--- src/rtl/ahb_apb_pkg.sv ---
// Shared types and helpers for the AHB-lite to APB4 bridge.
package ahb_apb_pkg;

  typedef enum logic [2:0] {
    IDLE,
    WDATA,
    SETUP,
    ACCESS,
    DONE,
    ERR1,
    ERR2
  } state_t;

  localparam logic [1:0] HTRANS_IDLE   = 2'b00;
  localparam logic [1:0] HTRANS_BUSY   = 2'b01;
  localparam logic [1:0] HTRANS_NONSEQ = 2'b10;
  localparam logic [1:0] HTRANS_SEQ    = 2'b11;

  // Byte lanes touched by a write of the given size at the given byte offset.
  function automatic logic [3:0] pstrb_gen(input logic [2:0] hsize, input logic [1:0] addr);
    case (hsize)
      3'd0:    pstrb_gen = 4'(4'b0001 << addr);
      3'd1:    pstrb_gen = 4'(4'b0011 << {addr[1], 1'b0});
      default: pstrb_gen = 4'b1111;
    endcase
  endfunction

  function automatic logic is_misaligned(input logic [2:0] hsize, input logic [1:0] addr);
    is_misaligned = ((hsize == 3'd1) && addr[0]) ||
                    ((hsize == 3'd2) && (addr != 2'b00));
  endfunction

endpackage

--- src/rtl/apb_timeout_cnt.sv ---
// Saturating count of APB ACCESS cycles; flags expiry when the count equals TIMEOUT.
module apb_timeout_cnt #(
  parameter int unsigned TOW     = 8,
  parameter int unsigned TIMEOUT = 255
) (
  input  logic clk,
  input  logic resetn,
  input  logic clr,
  input  logic en,
  output logic expired_c
);

  localparam logic [TOW-1:0] CNT_MAX = '1;
  localparam logic [TOW-1:0] TO_VAL  = TOW'(TIMEOUT);
  localparam bit             TO_EN   = (TIMEOUT != 0);

  logic [TOW-1:0] cnt_q;

  always_ff @(posedge clk or negedge resetn) begin
    if (!resetn) begin
      cnt_q <= '0;
    end else if (clr) begin
      cnt_q <= '0;
    end else if (en && (cnt_q != CNT_MAX)) begin
      cnt_q <= cnt_q + TOW'(1);
    end
  end

  assign expired_c = TO_EN && (cnt_q == TO_VAL);

endmodule

--- src/rtl/ahb_apb_bridge.sv ---
// AHB-lite slave to APB4 master bridge: one APB SETUP/ACCESS pair per accepted
// AHB transfer, with APB errors and pready timeouts mapped to a two-cycle ERROR.
module ahb_apb_bridge
  import ahb_apb_pkg::*;
#(
  parameter int unsigned AW      = 32,
  parameter int unsigned DW      = 32,
  parameter int unsigned TOW     = 8,
  parameter int unsigned TIMEOUT = 255
) (
  input  logic          clk,
  input  logic          resetn,
  input  logic          hsel,
  input  logic [AW-1:0] haddr,
  input  logic [1:0]    htrans,
  input  logic          hwrite,
  input  logic [2:0]    hsize,
  input  logic [3:0]    hprot,
  input  logic          hreadym,
  input  logic [DW-1:0] hwdata,
  output logic          hready,
  output logic          hresp,
  output logic [DW-1:0] hrdata,
  output logic          psel,
  output logic          penable,
  output logic [AW-1:0] paddr,
  output logic          pwrite,
  output logic [DW-1:0] pwdata,
  output logic [3:0]    pstrb,
  output logic [2:0]    pprot,
  input  logic [DW-1:0] prdata,
  input  logic          pready,
  input  logic          pslverr
);

  if (DW != 32) begin : g_bad_dw
    $error("ahb_apb_bridge: DW must be 32");
  end
  if ((64'(TIMEOUT) >> TOW) != 64'd0) begin : g_bad_timeout
    $error("ahb_apb_bridge: TIMEOUT does not fit in TOW bits");
  end

  state_t state_q, state_d;
  logic   trans_act_c;
  logic   accept_c;
  logic   bad_c;
  logic   tmo_c;
  logic   cnt_clr_c;
  logic   cnt_en_c;
  logic   unused_ok;

  assign unused_ok = ^hprot[3:2];

  always_comb begin
    trans_act_c = 1'b0;
    case (htrans)
      HTRANS_NONSEQ, HTRANS_SEQ: trans_act_c = 1'b1;
      HTRANS_IDLE, HTRANS_BUSY:  trans_act_c = 1'b0;
      default:                   trans_act_c = 1'b0;
    endcase
  end

  assign accept_c = hsel && trans_act_c && hreadym && hready;
  assign bad_c    = (hsize > 3'd2) || is_misaligned(hsize, haddr[1:0]);

  // Counter restarts on entry to SETUP, so during the k-th ACCESS cycle it reads k.
  assign cnt_clr_c = (state_d == SETUP);
  assign cnt_en_c  = (state_d == ACCESS);

  apb_timeout_cnt #(
    .TOW     (TOW),
    .TIMEOUT (TIMEOUT)
  ) u_tcnt (
    .clk       (clk),
    .resetn    (resetn),
    .clr       (cnt_clr_c),
    .en        (cnt_en_c),
    .expired_c (tmo_c)
  );

  always_comb begin
    state_d = state_q;
    case (state_q)
      IDLE, DONE, ERR2: begin
        if (accept_c) begin
          if (bad_c)       state_d = ERR1;
          else if (hwrite) state_d = WDATA;
          else             state_d = SETUP;
        end else begin
          state_d = IDLE;
        end
      end
      WDATA:  state_d = SETUP;
      SETUP:  state_d = ACCESS;
      ACCESS: begin
        if (pready)     state_d = pslverr ? ERR1 : DONE;
        else if (tmo_c) state_d = ERR1;
      end
      ERR1:    state_d = ERR2;
      default: state_d = IDLE;
    endcase
  end

  // Handshake outputs are a registered decode of the next state.
  always_ff @(posedge clk or negedge resetn) begin
    if (!resetn) begin
      state_q <= IDLE;
      hready  <= 1'b1;
      hresp   <= 1'b0;
      hrdata  <= '0;
      psel    <= 1'b0;
      penable <= 1'b0;
      paddr   <= '0;
      pwrite  <= 1'b0;
      pwdata  <= '0;
      pstrb   <= 4'b0000;
      pprot   <= 3'b000;
    end else begin
      state_q <= state_d;
      psel    <= (state_d == SETUP) || (state_d == ACCESS);
      penable <= (state_d == ACCESS);
      hready  <= (state_d == IDLE) || (state_d == DONE) || (state_d == ERR2);
      hresp   <= (state_d == ERR1) || (state_d == ERR2);
      if (accept_c) begin
        paddr  <= haddr;
        pwrite <= hwrite;
        pstrb  <= hwrite ? pstrb_gen(hsize, haddr[1:0]) : 4'b0000;
        pprot  <= {~hprot[0], 1'b0, hprot[1]};
      end
      if (state_q == WDATA) begin
        pwdata <= hwdata;
      end
      if ((state_q == ACCESS) && pready && !pslverr && !pwrite) begin
        hrdata <= prdata;
      end
    end
  end

endmodule

--- config.mk ---
export PLATFORM = sky130hd
export DESIGN_NAME = ahb_apb_bridge
export DESIGN_NICKNAME = d
export VERILOG_FILES = /design/src/rtl/ahb_apb_pkg.sv /design/src/rtl/apb_timeout_cnt.sv /design/src/rtl/ahb_apb_bridge.sv
export SDC_FILE = /design/constraint.sdc
export NUM_CORES = 1
export LEC_CHECK = 0
export BUFFER_PORTS_ARGS = -buffer_cell sky130_fd_sc_hd__buf_4
export CORE_MARGIN = 3
export CORE_UTILIZATION = 47
export DETAILED_ROUTE_END_ITERATION = 8
export GPL_TIMING_DRIVEN = 0
export PLACE_DENSITY = 0.84
export SLEW_MARGIN = 40
export SYNTH_ARGS = -nofsm -noshare
export SYNTH_HDL_FRONTEND = slang
export SYNTH_HIERARCHICAL = 1
export SYNTH_SLANG_ARGS = --single-unit
--- constraint.sdc ---
create_clock -name clk -period 3 [get_ports clk]
set_input_delay 0.3 -clock clk [delete_from_list [all_inputs] [get_ports clk]]
set_output_delay 0.3 -clock clk [all_outputs]
set_load 0.01 [all_outputs]
==> flow_summary_export.csv, run 1 <==
group,metric,value,unit
run_status,run_status,"completed",
pwr,power_switching_share,31.0,%
drt,antenna_violating_nets_post_route,0,
floorplanning,std_cell_rows,36,
floorplanning,ios,220,
worst_setup_path,criticalPathCategory,"reg2reg",
synthesis,synth_cell_types,45,
place,globalplace.congestion,0.796,
drt,routed_via_density,5.03,
worst_setup_path,worst_path_max_delay_cell,"sky130_fd_sc_hd__dfstp_2",
worst_setup_path,sort_of_element_at_the_end_of_the_critical_path,"flop",
place,placed_cell_area,6660,um^2
final_layout,final_core_utilization,77.1,%
clocking,number_of_cts_inserted_buffers,17,
timing,unrepaired_setup_endpoints_after_global_routing,"false",
clocking,cts.repair_timing.setup_buffer_count,0,
flow_run,max_cap_violations,0,
synthesis,postSynthRegisterBits,118,
global_route,global_route_wire_length_before_repair,22.1,mm
worst_setup_path,cp_cell_sequence,"nand4_1 > or4_4 > nand2_1 > nand2_1 > nor2_1 > buf_2 > nor2_1 > mux2_1",
synthesis,dominantRegCellSynth,"sky130_fd_sc_hd__dfrtp_1",
pwr,sequentialPowerShare,34.7,%
drt,drt_iter0_drc,222,
clocking,clk-insertion-delay-late,510,ps
pwr,sw_pwr,0.00250,W
drt,postRouteWirelength,14.0,mm
global_route,grt_pass1_vias,4274,
drt,first_pass_detailed_route_iteration_total,4,
timing,hold_violations,0,
clocking,ctsRootBufferMaster,"sky130_fd_sc_hd__clkbuf_8",
clocking,clk_pin_slew_worst_paths,60,ps
drt,drc,0,
timing,fin_tns_setup,0,ps
floorplanning,floorplan.die_area,11600,um^2
floorplanning,die-width,108,um
synthesis,postSynthNetCount,497,
timing,post-route-period-util,82.9,%
clocking,cts_tree,"yes",
pwr,cellLeakagePower,3.97,nW
synthesis,post_synth.cell_area_avg,12.7,um^2
global_route,grt_max_degree,119,
final_layout,final_layout_size_suffix_gt1_share,49.2,%
worst_hold_path,hold_class,"in2reg",
global_route,globalRouteOverflowTotal,0,
synthesis,synth_async_sr_flop_share,100,%
clocking,cts_htree_levels,4,
place,dpl.hpwl,9.22,mm
pwr,power_frac_clock,25.9,%
drt,drt-wirelength-per-cell,17.5,um
worst_setup_path,critical_path_arrival,2880,ps
synthesis,ys_warn_count,6,
pwr,pwr-share-comb,39.4,%
final_layout,final_area,7640,um^2
floorplanning,initial_utilization,49.1,%
final_layout,nNetsFinal,766,
timing,setup_clock_skew_after_layout,10.1,ps
final_layout,area_growth,56.9,%
place,port-buffer-count,215,
pwr,power.internal,0.00558,W
pwr,powerDensity,1060,nW/um^2
clocking,max_buffers_root_to_sink,2,
timing,slew_viol_final,0,
pwr,vdd_drop_max,0.520,mV
global_route,antenna_violations_before_repair,0,
global_route,globalRouteTotalUtil,24.7,%
synthesis,synth_cells,384,
timing,achievable-frequency,402,MHz
synthesis,synth_enable_flop_cells,0,
worst_setup_path,timing.critical_path.from_type,"flop",
synthesis,ys_seq_area_share,60.7,%
drt,detailroute.via_count,4021,
timing,post-route-min-period,2490,ps
floorplanning,die_h,108,um
worst_setup_path,critical_path_peak_fanout,10,
worst_setup_path,timing.critical_path.slowest_cell_delay,550,ps
floorplanning,core,9910,um^2
worst_setup_path,crit_required,3390,ps
timing,setup_viol,0,
synthesis,synth.cell_area,4870,um^2
clocking,cts_sinks,118,
path summary, 6_finish.rpt:
check                                              end  slack, ps                   from  depth (start not counted)
max in group asynchronous             hready$_DFF_PN1_       2030                 resetn                          3
max                        u_tcnt/cnt_q[3]$_DFFE_PN0P_        510       hready$_DFF_PN1_                          8
min reg2reg                      paddr[18]$_DFFE_PN0P_        480  paddr[18]$_DFFE_PN0P_                          2
min in group asynchronous        hrdata[5]$_DFFE_PN0P_        260                 resetn                          2
min                               paddr[4]$_DFFE_PN0P_         20               haddr[4]                          3
max reg2reg                u_tcnt/cnt_q[3]$_DFFE_PN0P_        510       hready$_DFF_PN1_                          8
layout make-up:
class,count,area (um^2)
plain buffers,19,138
well taps,133,166
multi-input cells,243,1760
flip-flops and latches,118,2950
repair buffers,250,1990
diodes,1,2.50
clock buffers,23,467
inverters,4,15.0
fillers,591,2270
clock inverters,8,146
cells by family after synthesis:
| family | share of synthesized area (%) |
|---|---|
| compound gates | 4.50 |
| flops | 60.7 |
| fa+ha+maj | 0.257 |
| other cells | 0.0770 |
| mux | 18.1 |
| buf+inv | 3.13 |
| simple gates | 13.3 |
cell usage after synthesis (4+ instances only):
| cell | number | share of area (%) |
|---|---|---|
| sky130_fd_sc_hd__nor2_1 | 7 | 0.54 |
| sky130_fd_sc_hd__nand2_1 | 104 | 8.0 |
| sky130_fd_sc_hd__clkbuf_1 | 8 | 0.62 |
| sky130_fd_sc_hd__dfrtp_1 | 117 | 60 |
| sky130_fd_sc_hd__mux2_4 | 31 | 9.6 |
| sky130_fd_sc_hd__mux2_2 | 32 | 7.4 |
| sky130_fd_sc_hd__inv_1 | 4 | 0.31 |
| sky130_fd_sc_hd__buf_6 | 8 | 1.9 |
| sky130_fd_sc_hd__o21ai_0 | 10 | 1.0 |
| sky130_fd_sc_hd__a21oi_1 | 7 | 0.72 |
| sky130_fd_sc_hd__a22o_1 | 4 | 0.72 |
| sky130_fd_sc_hd__nor2b_1 | 5 | 0.64 |
routing by layer:
layer / wire, um / GRT usage (%)
met5: 0 / 0
met4: 370 / 10.7
met3: 969 / 6.54
met2: 7490 / 43.5
met1: 5180 / 28.2
worst max-delay path: cells and delay by family, from the launching register on:
family	cells	cell delay [ps]
buffers and inverters	1	260
AND/OR/NAND/NOR	6	1280
multiplexers	1	290
flip-flops	1	550
through the flow:
stage | power [W] | cells | setup slack, ps | hold slack, ps
after floorplan | 0.00433 | 384 | 877 | 4.41
after global placement | 0.00579 | 732 | 614 | 461
after global routing | 0.00852 | 798 | 368 | 13.5
after CTS | 0.00812 | 797 | 524 | 1.71
final | 0.00808 | 799 | 514 | 17.4
after detailed placement | 0.00593 | 732 | 596 | 443
timing repair:
item / in CTS / in global routing
hold buffers: 34 / 0
endpoints found under the setup margin: 0 / 0
gates resized for setup: 0 / 0
hold endpoints to repair: 150 / 0
power by group through the flow:
stage	Clock, W	Combinational, W	Sequential, W
floorplan	0	0.00126	0.00308
global placement	0	0.00304	0.00275
detailed placement	0	0.00313	0.00280
CTS	0.00212	0.00320	0.00280
global route	0.00220	0.00342	0.00291
finish	0.00209	0.00318	0.00281
registers in the layout, indices dropped and copies added, names as in the netlist:
register,flops
hrdata,32
paddr,32
pwdata,32
u_tcnt/cnt_q,8
pstrb,4
state_q,3
pprot,2
hready,1
hresp,1
penable,1
psel,1
pwrite,1
cell usage in the layout, fill, tap and decap left out, types with 4 or more instances in the layout:
master / n
sky130_fd_sc_hd__buf_4: 215
sky130_fd_sc_hd__dfrtp_1: 117
sky130_fd_sc_hd__nand2_1: 104
sky130_fd_sc_hd__dlygate4sd3_1: 34
sky130_fd_sc_hd__mux2_2: 32
sky130_fd_sc_hd__mux2_4: 31
sky130_fd_sc_hd__clkbuf_16: 16
sky130_fd_sc_hd__clkbuf_1: 11
sky130_fd_sc_hd__o21ai_0: 10
sky130_fd_sc_hd__buf_6: 8
sky130_fd_sc_hd__nor2_1: 7
sky130_fd_sc_hd__a21oi_1: 7
sky130_fd_sc_hd__nor2b_1: 5
sky130_fd_sc_hd__inv_1: 4
sky130_fd_sc_hd__a22o_1: 4
sky130_fd_sc_hd__clkbuf_8: 4
sky130_fd_sc_hd__bufinv_16: 4
Power figures use the tool's default switching activity.
==> run 2, diff against run 1 <==
--- a/config.mk
+++ b/config.mk
@@ -7,10 +7,10 @@
 export LEC_CHECK = 0
 export BUFFER_PORTS_ARGS = -buffer_cell sky130_fd_sc_hd__buf_4
 export CORE_MARGIN = 3
-export CORE_UTILIZATION = 47
+export CORE_UTILIZATION = 42
 export DETAILED_ROUTE_END_ITERATION = 8
 export GPL_TIMING_DRIVEN = 0
-export PLACE_DENSITY = 0.84
+export PLACE_DENSITY = 0.8
 export SLEW_MARGIN = 40
 export SYNTH_ARGS = -nofsm -noshare
 export SYNTH_HDL_FRONTEND = slang
==> constraint.sdc (replaced) <==
create_clock -name clk -period 2.2 [get_ports clk]
set_input_delay 0.22 -clock clk [delete_from_list [all_inputs] [get_ports clk]]
set_output_delay 0.22 -clock clk [all_outputs]
set_load 0.01 [all_outputs]
==> flow_summary_export.csv, run 2 (same netlist as run 1, synthesis figures left out) <==
group,metric,value,unit
worst_setup_path,timing.critical_path.slowest_cell_delay,550,ps
worst_setup_path,crit_required,2510,ps
timing,worst_slew_margin_rel,63.2,%
timing,post-route-min-period,2160,ps
drt,first_pass_detailed_route_iteration_total,4,
worst_setup_path,criticalPathCategory,"reg2reg",
clocking,cts_sinks,118,
clocking,ctsRootBufferMaster,"sky130_fd_sc_hd__clkbuf_16",
pwr,power_switching_share,30.9,%
timing,fin_tns_setup,0,ps
timing,achievable-frequency,462,MHz
pwr,power.internal,0.00757,W
timing,setup_clock_skew_after_layout,10.8,ps
pwr,pwr-share-comb,40.4,%
place,placed_cells,740,
worst_setup_path,critical_path_arrival,2480,ps
final_layout,antenna_cells,0,
clocking,max_buffers_root_to_sink,2,
global_route,top_usage_layer,"met2",
drt,antenna_violating_nets_post_route,0,
run_status,run_status,"completed",
final_layout,nNetsFinal,753,
drt,detailroute.via_count,3872,
global_route,grt_max_degree,72,
drt,routed_via_density,4.90,
final_layout,final_core_utilization,68.0,%
final_layout,final_cells,791,
clocking,clk-insertion-delay-late,400,ps
place,port-buffer-count,215,
floorplanning,std_cell_rows,38,
pwr,powerDensity,1450,nW/um^2
global_route,antenna_violations_before_repair,0,
clocking,number_of_cts_inserted_buffers,17,
timing,hold_violations,0,
timing,worstMarginPinSlew,552,ps
pwr,sequentialPowerShare,34.6,%
drt,drc,0,
floorplanning,floorplan.die_area,12900,um^2
final_layout,layout.cells.most_common,"sky130_fd_sc_hd__buf_4",
timing,slew_viol_final,0,
floorplanning,die-width,114,um
drt,postRouteWirelength,13.1,mm
global_route,grt_util_met2,35.3,%
worst_setup_path,timing.critical_path.from_type,"flop",
place,dpl.hpwl,9.27,mm
final_layout,largestRegisters,"hrdata (32), paddr (32), pwdata (32)",
worst_setup_path,cp_cell_sequence,"nand4_1 > buf_4 > nor3_1 > a22oi_2 > nand2_1 > nor2_2 > or4_1 > o21ai_0",
final_layout,area_growth,54.8,%
clocking,clk_pin_slew_worst_paths,50,ps
pwr,sw_pwr,0.00339,W
worst_setup_path,sort_of_element_at_the_end_of_the_critical_path,"flop",
timing,setup_viol,0,
pwr,vdd_drop_max,0.761,mV
global_route,gr-usage-met1,23.3,%
place,globalplace.congestion,0.812,
global_route,grt.met3_usage,6.26,%
floorplanning,initial_utilization,44.0,%
floorplanning,ios,220,
worst_hold_path,hold_class,"in2reg",
flow_run,max_cap_violations,0,
global_route,global_route_wire_length_before_repair,20.4,mm
floorplanning,die_h,114,um
final_layout,most-common-layout-cells,"217 x sky130_fd_sc_hd__buf_4, 117 x sky130_fd_sc_hd__dfrtp_1, 103 x sky130_fd_sc_hd__nand2_1, 32 x sky130_fd_sc_hd__mux2_2, 31 x sky130_fd_sc_hd__mux2_4",
floorplanning,core,11100,um^2
pwr,total_power,0.0110,W
final_layout,final_area,7540,um^2
timing,post-route-period-util,98.4,%
final_layout,final_layout_size_suffix_gt1_share,52.2,%
drt,drt-wirelength-per-cell,16.6,um
global_route,globalRouteTotalUtil,20.3,%
clocking,cts_htree_levels,4,
place,placed_cell_area,6690,um^2
pwr,power_frac_clock,25.0,%
worst_setup_path,worst_path_max_delay_cell,"sky130_fd_sc_hd__dfstp_2",
global_route,globalRouteOverflowTotal,0,
clocking,cts_tree,"yes",
pwr,cellLeakagePower,3.92,nW
global_route,grt_pass1_vias,4002,
worst_setup_path,critical_path_peak_fanout,6,
drt,drt_iter0_drc,177,
run 2: final cells by class:
class	count	area, um^2
Tap cell	140	175
Multi-Input combinational cell	243	1790
Sequential cell	118	2950
Fill cell	798	3540
Timing Repair Buffer	238	1870
Clock inverter	11	133
Inverter	4	15.0
Clock buffer	19	453
Buffer	18	140
run 2: power by group through the flow:
stage          clock (W)  combinational (W)  sequential (W)
2_1_floorplan          0            0.00171         0.00420
3_3_place_gp           0            0.00418         0.00374
3_5_place_dp           0            0.00428         0.00381
4_1_cts          0.00279            0.00435         0.00380
5_1_grt          0.00290            0.00475         0.00392
6_report         0.00274            0.00443         0.00380
run 2: repair_timing:
action                                  CTS  global route
endpoints found under the hold margin    87             0
pin swaps                                 1             3
resized for setup                         2            10
endpoints found under the setup margin    8             6
hold buffers                             19             0
setup buffers                             1             2
run 2: metal layers:
metal | share of wire (%) | vias to the layer above
met3 | 8.4 | 27
met1 | 38 | 1855
met5 | 0 | -
met4 | 2.2 | 0
met2 | 51 | 178
li1 | - | 1812
run 2: metrics by stage:
| step | hold WS [ps] | worst slack, ps |
|---|---|---|
| 2_1_floorplan | -75.6 | 77.5 |
| 3_3_place_gp | 410 | -254 |
| 3_5_place_dp | 225 | -283 |
| 4_1_cts | 0.222 | 33.9 |
| 5_1_grt | 8.97 | -66.4 |
| 6_report | 12.4 | 36.0 |
run 2: worst paths after layout:
path,from,to,slack (ps),depth (start not counted)
min in group asynchronous,resetn,hrdata[3]$_DFFE_PN0P_,370,2
max in group asynchronous,resetn,penable$_DFF_PN0_,1210,3
max reg2reg,hready$_DFF_PN1_,u_tcnt/cnt_q[5]$_DFFE_PN0P_,40,8
max,hready$_DFF_PN1_,u_tcnt/cnt_q[5]$_DFFE_PN0P_,40,8
min,haddr[16],paddr[16]$_DFFE_PN0P_,10,3
min reg2reg,paddr[31]$_DFFE_PN0P_,paddr[31]$_DFFE_PN0P_,480,2
run 2: critical path, delay by kind of cell, from the launching register on:
kind / cells / cell delay [ps]
and+or+nand+nor: 5 / 1090
AOI/OAI and AO/OA: 2 / 230
DFF: 1 / 550
buffers and inverters: 1 / 220
==> run 3, diff against run 2 <==
==> constraint.sdc (replaced) <==
create_clock -name clk -period 2.2 [get_ports clk]
set_input_delay 0.11 -clock clk [delete_from_list [all_inputs] [get_ports clk]]
set_output_delay 0.11 -clock clk [all_outputs]
set_load 0.01 [all_outputs]
==> flow_summary_export.csv, run 3 (same netlist as run 1, synthesis figures left out) <==
group,metric,value,unit
timing,hold_slack,53.6,ps
global_route,grt_max_degree,72,
final_layout,final_area,8330,um^2
clocking,cts_htree_levels,4,
place,globalplace.congestion,0.812,
final_layout,final_cells,870,
flow_run,max_cap_violations,0,
pwr,cellLeakagePower,4.25,nW
worst_setup_path,critical_path_peak_fanout,7,
timing,post-route-min-period,2130,ps
worst_hold_path,timing.hold.worst.start,"haddr[1]",
timing,setup_clock_skew_after_layout,7.93,ps
timing,achievable-frequency,471,MHz
drt,drc,0,
global_route,globalRouteTotalUtil,23.1,%
global_route,global_route_wire_length_before_repair,23.2,mm
final_layout,nNetsFinal,832,
pwr,vdd_drop_max,0.785,mV
worst_setup_path,critical_path_arrival,2420,ps
worst_setup_path,timing.critical_path.from_type,"flop",
floorplanning,ios,220,
floorplanning,floorplan.die_area,12900,um^2
timing,worst_slew_margin_rel,63.3,%
global_route,grt_pass1_vias,4495,
drt,antenna_violating_nets_post_route,0,
timing,post-route-period-util,96.6,%
floorplanning,std_cell_rows,38,
global_route,globalRouteOverflowTotal,0,
worst_setup_path,crit_required,2490,ps
timing,unrepaired_setup_endpoints_after_global_routing,"true",
floorplanning,die_h,114,um
final_layout,layout.cells.most_common,"sky130_fd_sc_hd__buf_4",
clocking,max_buffers_root_to_sink,2,
drt,first_pass_detailed_route_iteration_total,4,
timing,worstMarginPinSlew,551,ps
floorplanning,initial_utilization,44.0,%
place,placed_cells,740,
clocking,clk_pin_slew_worst_paths,60,ps
floorplanning,die-width,114,um
clocking,cts_tree,"yes",
pwr,powerDensity,1350,nW/um^2
timing,setup_viol,0,
final_layout,final_layout_size_suffix_gt1_share,46.7,%
worst_setup_path,rr_endpoint,"u_tcnt/cnt_q[3]$_DFFE_PN0P_",
worst_hold_path,whs_endpoint,"paddr[1]$_DFFE_PN0P_",
final_layout,largestRegisters,"hrdata (32), paddr (32), pwdata (32)",
timing,hold_violations,0,
clocking,clk-insertion-delay-late,410,ps
timing,fin_tns_setup,0,ps
final_layout,area_growth,71.1,%
worst_setup_path,criticalPathCategory,"reg2reg",
worst_setup_path,reg2reg_from,"hready$_DFF_PN1_",
clocking,cts_sinks,118,
clocking,ctsRootBufferMaster,"sky130_fd_sc_hd__clkbuf_16",
worst_setup_path,sort_of_element_at_the_end_of_the_critical_path,"flop",
timing,slew_viol_final,0,
final_layout,most-common-layout-cells,"217 x sky130_fd_sc_hd__buf_4, 117 x sky130_fd_sc_hd__dfrtp_1, 103 x sky130_fd_sc_hd__nand2_1, 98 x sky130_fd_sc_hd__dlygate4sd3_1, 32 x sky130_fd_sc_hd__mux2_2",
place,placed_cell_area,6690,um^2
drt,postRouteWirelength,14.9,mm
drt,detailroute.via_count,4220,
worst_setup_path,reg2reg_slack,70,ps
final_layout,filler_cell_count,654,
drt,drt-wirelength-per-cell,17.1,um
worst_hold_path,hold_class,"in2reg",
place,dpl.hpwl,9.27,mm
floorplanning,core,11100,um^2
clocking,number_of_cts_inserted_buffers,17,
drt,routed_via_density,4.85,
place,port-buffer-count,215,
global_route,antenna_violations_before_repair,0,
worst_hold_path,worst_hold_path.num_cells,3,
run_status,run_status,"completed",
drt,drt_iter0_drc,232,
final_layout,antenna_cells,0,
worst_setup_path,r2r_cells,8,
run 3: changes by cell type in the layout (fill, tap and decap cells not counted), sizes merged:
cell,change
dlygate4sd3,+79
run 3: worst max-delay path by stage:
stage                                 from                     endpoint  slack, ps  cells past startpoint
3_5_place_dp              hready$_DFF_PN1_  u_tcnt/cnt_q[3]$_DFFE_PN0P_       -280                      8
4_1_cts                   hready$_DFF_PN1_  u_tcnt/cnt_q[3]$_DFFE_PN0P_         30                      8
3_3_place_gp              hready$_DFF_PN1_  u_tcnt/cnt_q[3]$_DFFE_PN0P_       -250                      8
5_1_grt        u_tcnt/cnt_q[0]$_DFFE_PN0P_  u_tcnt/cnt_q[3]$_DFFE_PN0P_        -70                     11
6_report                  hready$_DFF_PN1_  u_tcnt/cnt_q[3]$_DFFE_PN0P_         70                      8
2_1_floorplan             hready$_DFF_PN1_  u_tcnt/cnt_q[3]$_DFFE_PN0P_         80                      8
run 3: worst max-delay path: stages, from the launching register on:
cell and delay (ps):
sky130_fd_sc_hd__dfstp_2 550, sky130_fd_sc_hd__nand4_1 150, sky130_fd_sc_hd__or4_4 470, sky130_fd_sc_hd__nand2_2 90, sky130_fd_sc_hd__nand2_1 90, sky130_fd_sc_hd__nor2_2 180, sky130_fd_sc_hd__buf_6 150, sky130_fd_sc_hd__nor2_1 50
sky130_fd_sc_hd__mux2_1 280
run 3: metal layers:
layer	up-vias	track usage, %	share of wire, %
li1	1971	-	-
met1	2026	26.7	39
met2	191	40.2	51
met3	32	6.90	7.8
met4	0	9.29	2.1
met5	-	0	0
run 3: final cells by class:
type,count,area (um^2),share of cell area (%)
inverters,4,15.0,0.180
well taps,140,175,2.10
flip-flops and latches,118,2950,35.5
repair buffers,317,2670,32.0
clock inverters,11,133,1.59
plain buffers,18,140,1.68
multi-input cells,243,1800,21.6
clock buffers,19,453,5.44
run 3: timing repair:
item,in CTS,in global routing
hold buffers,98,0
setup endpoints to repair,8,6
setup buffers,1,2
gates resized for setup,2,11
hold endpoints to repair,166,0
pin swaps,1,3
run 3: metrics by stage:
stage / power [W] / worst slack (ps) / util [%]
after floorplan: 0.00591 / 77.5 / -
after global placement: 0.00792 / -254 / 60.1
after detailed placement: 0.00809 / -283 / 60.4
after CTS: 0.0111 / 33.9 / 74.7
after global routing: 0.0118 / -66.1 / 75.2
final: 0.0112 / 74.9 / 75.2
run 3: report_power, final:
part	leakage (nW)	internal, W	switching (W)
logic	2.51	0.00266	0.00196
registers	1.45	0.00320	0.000643
clock network	0.294	0.00181	0.000946
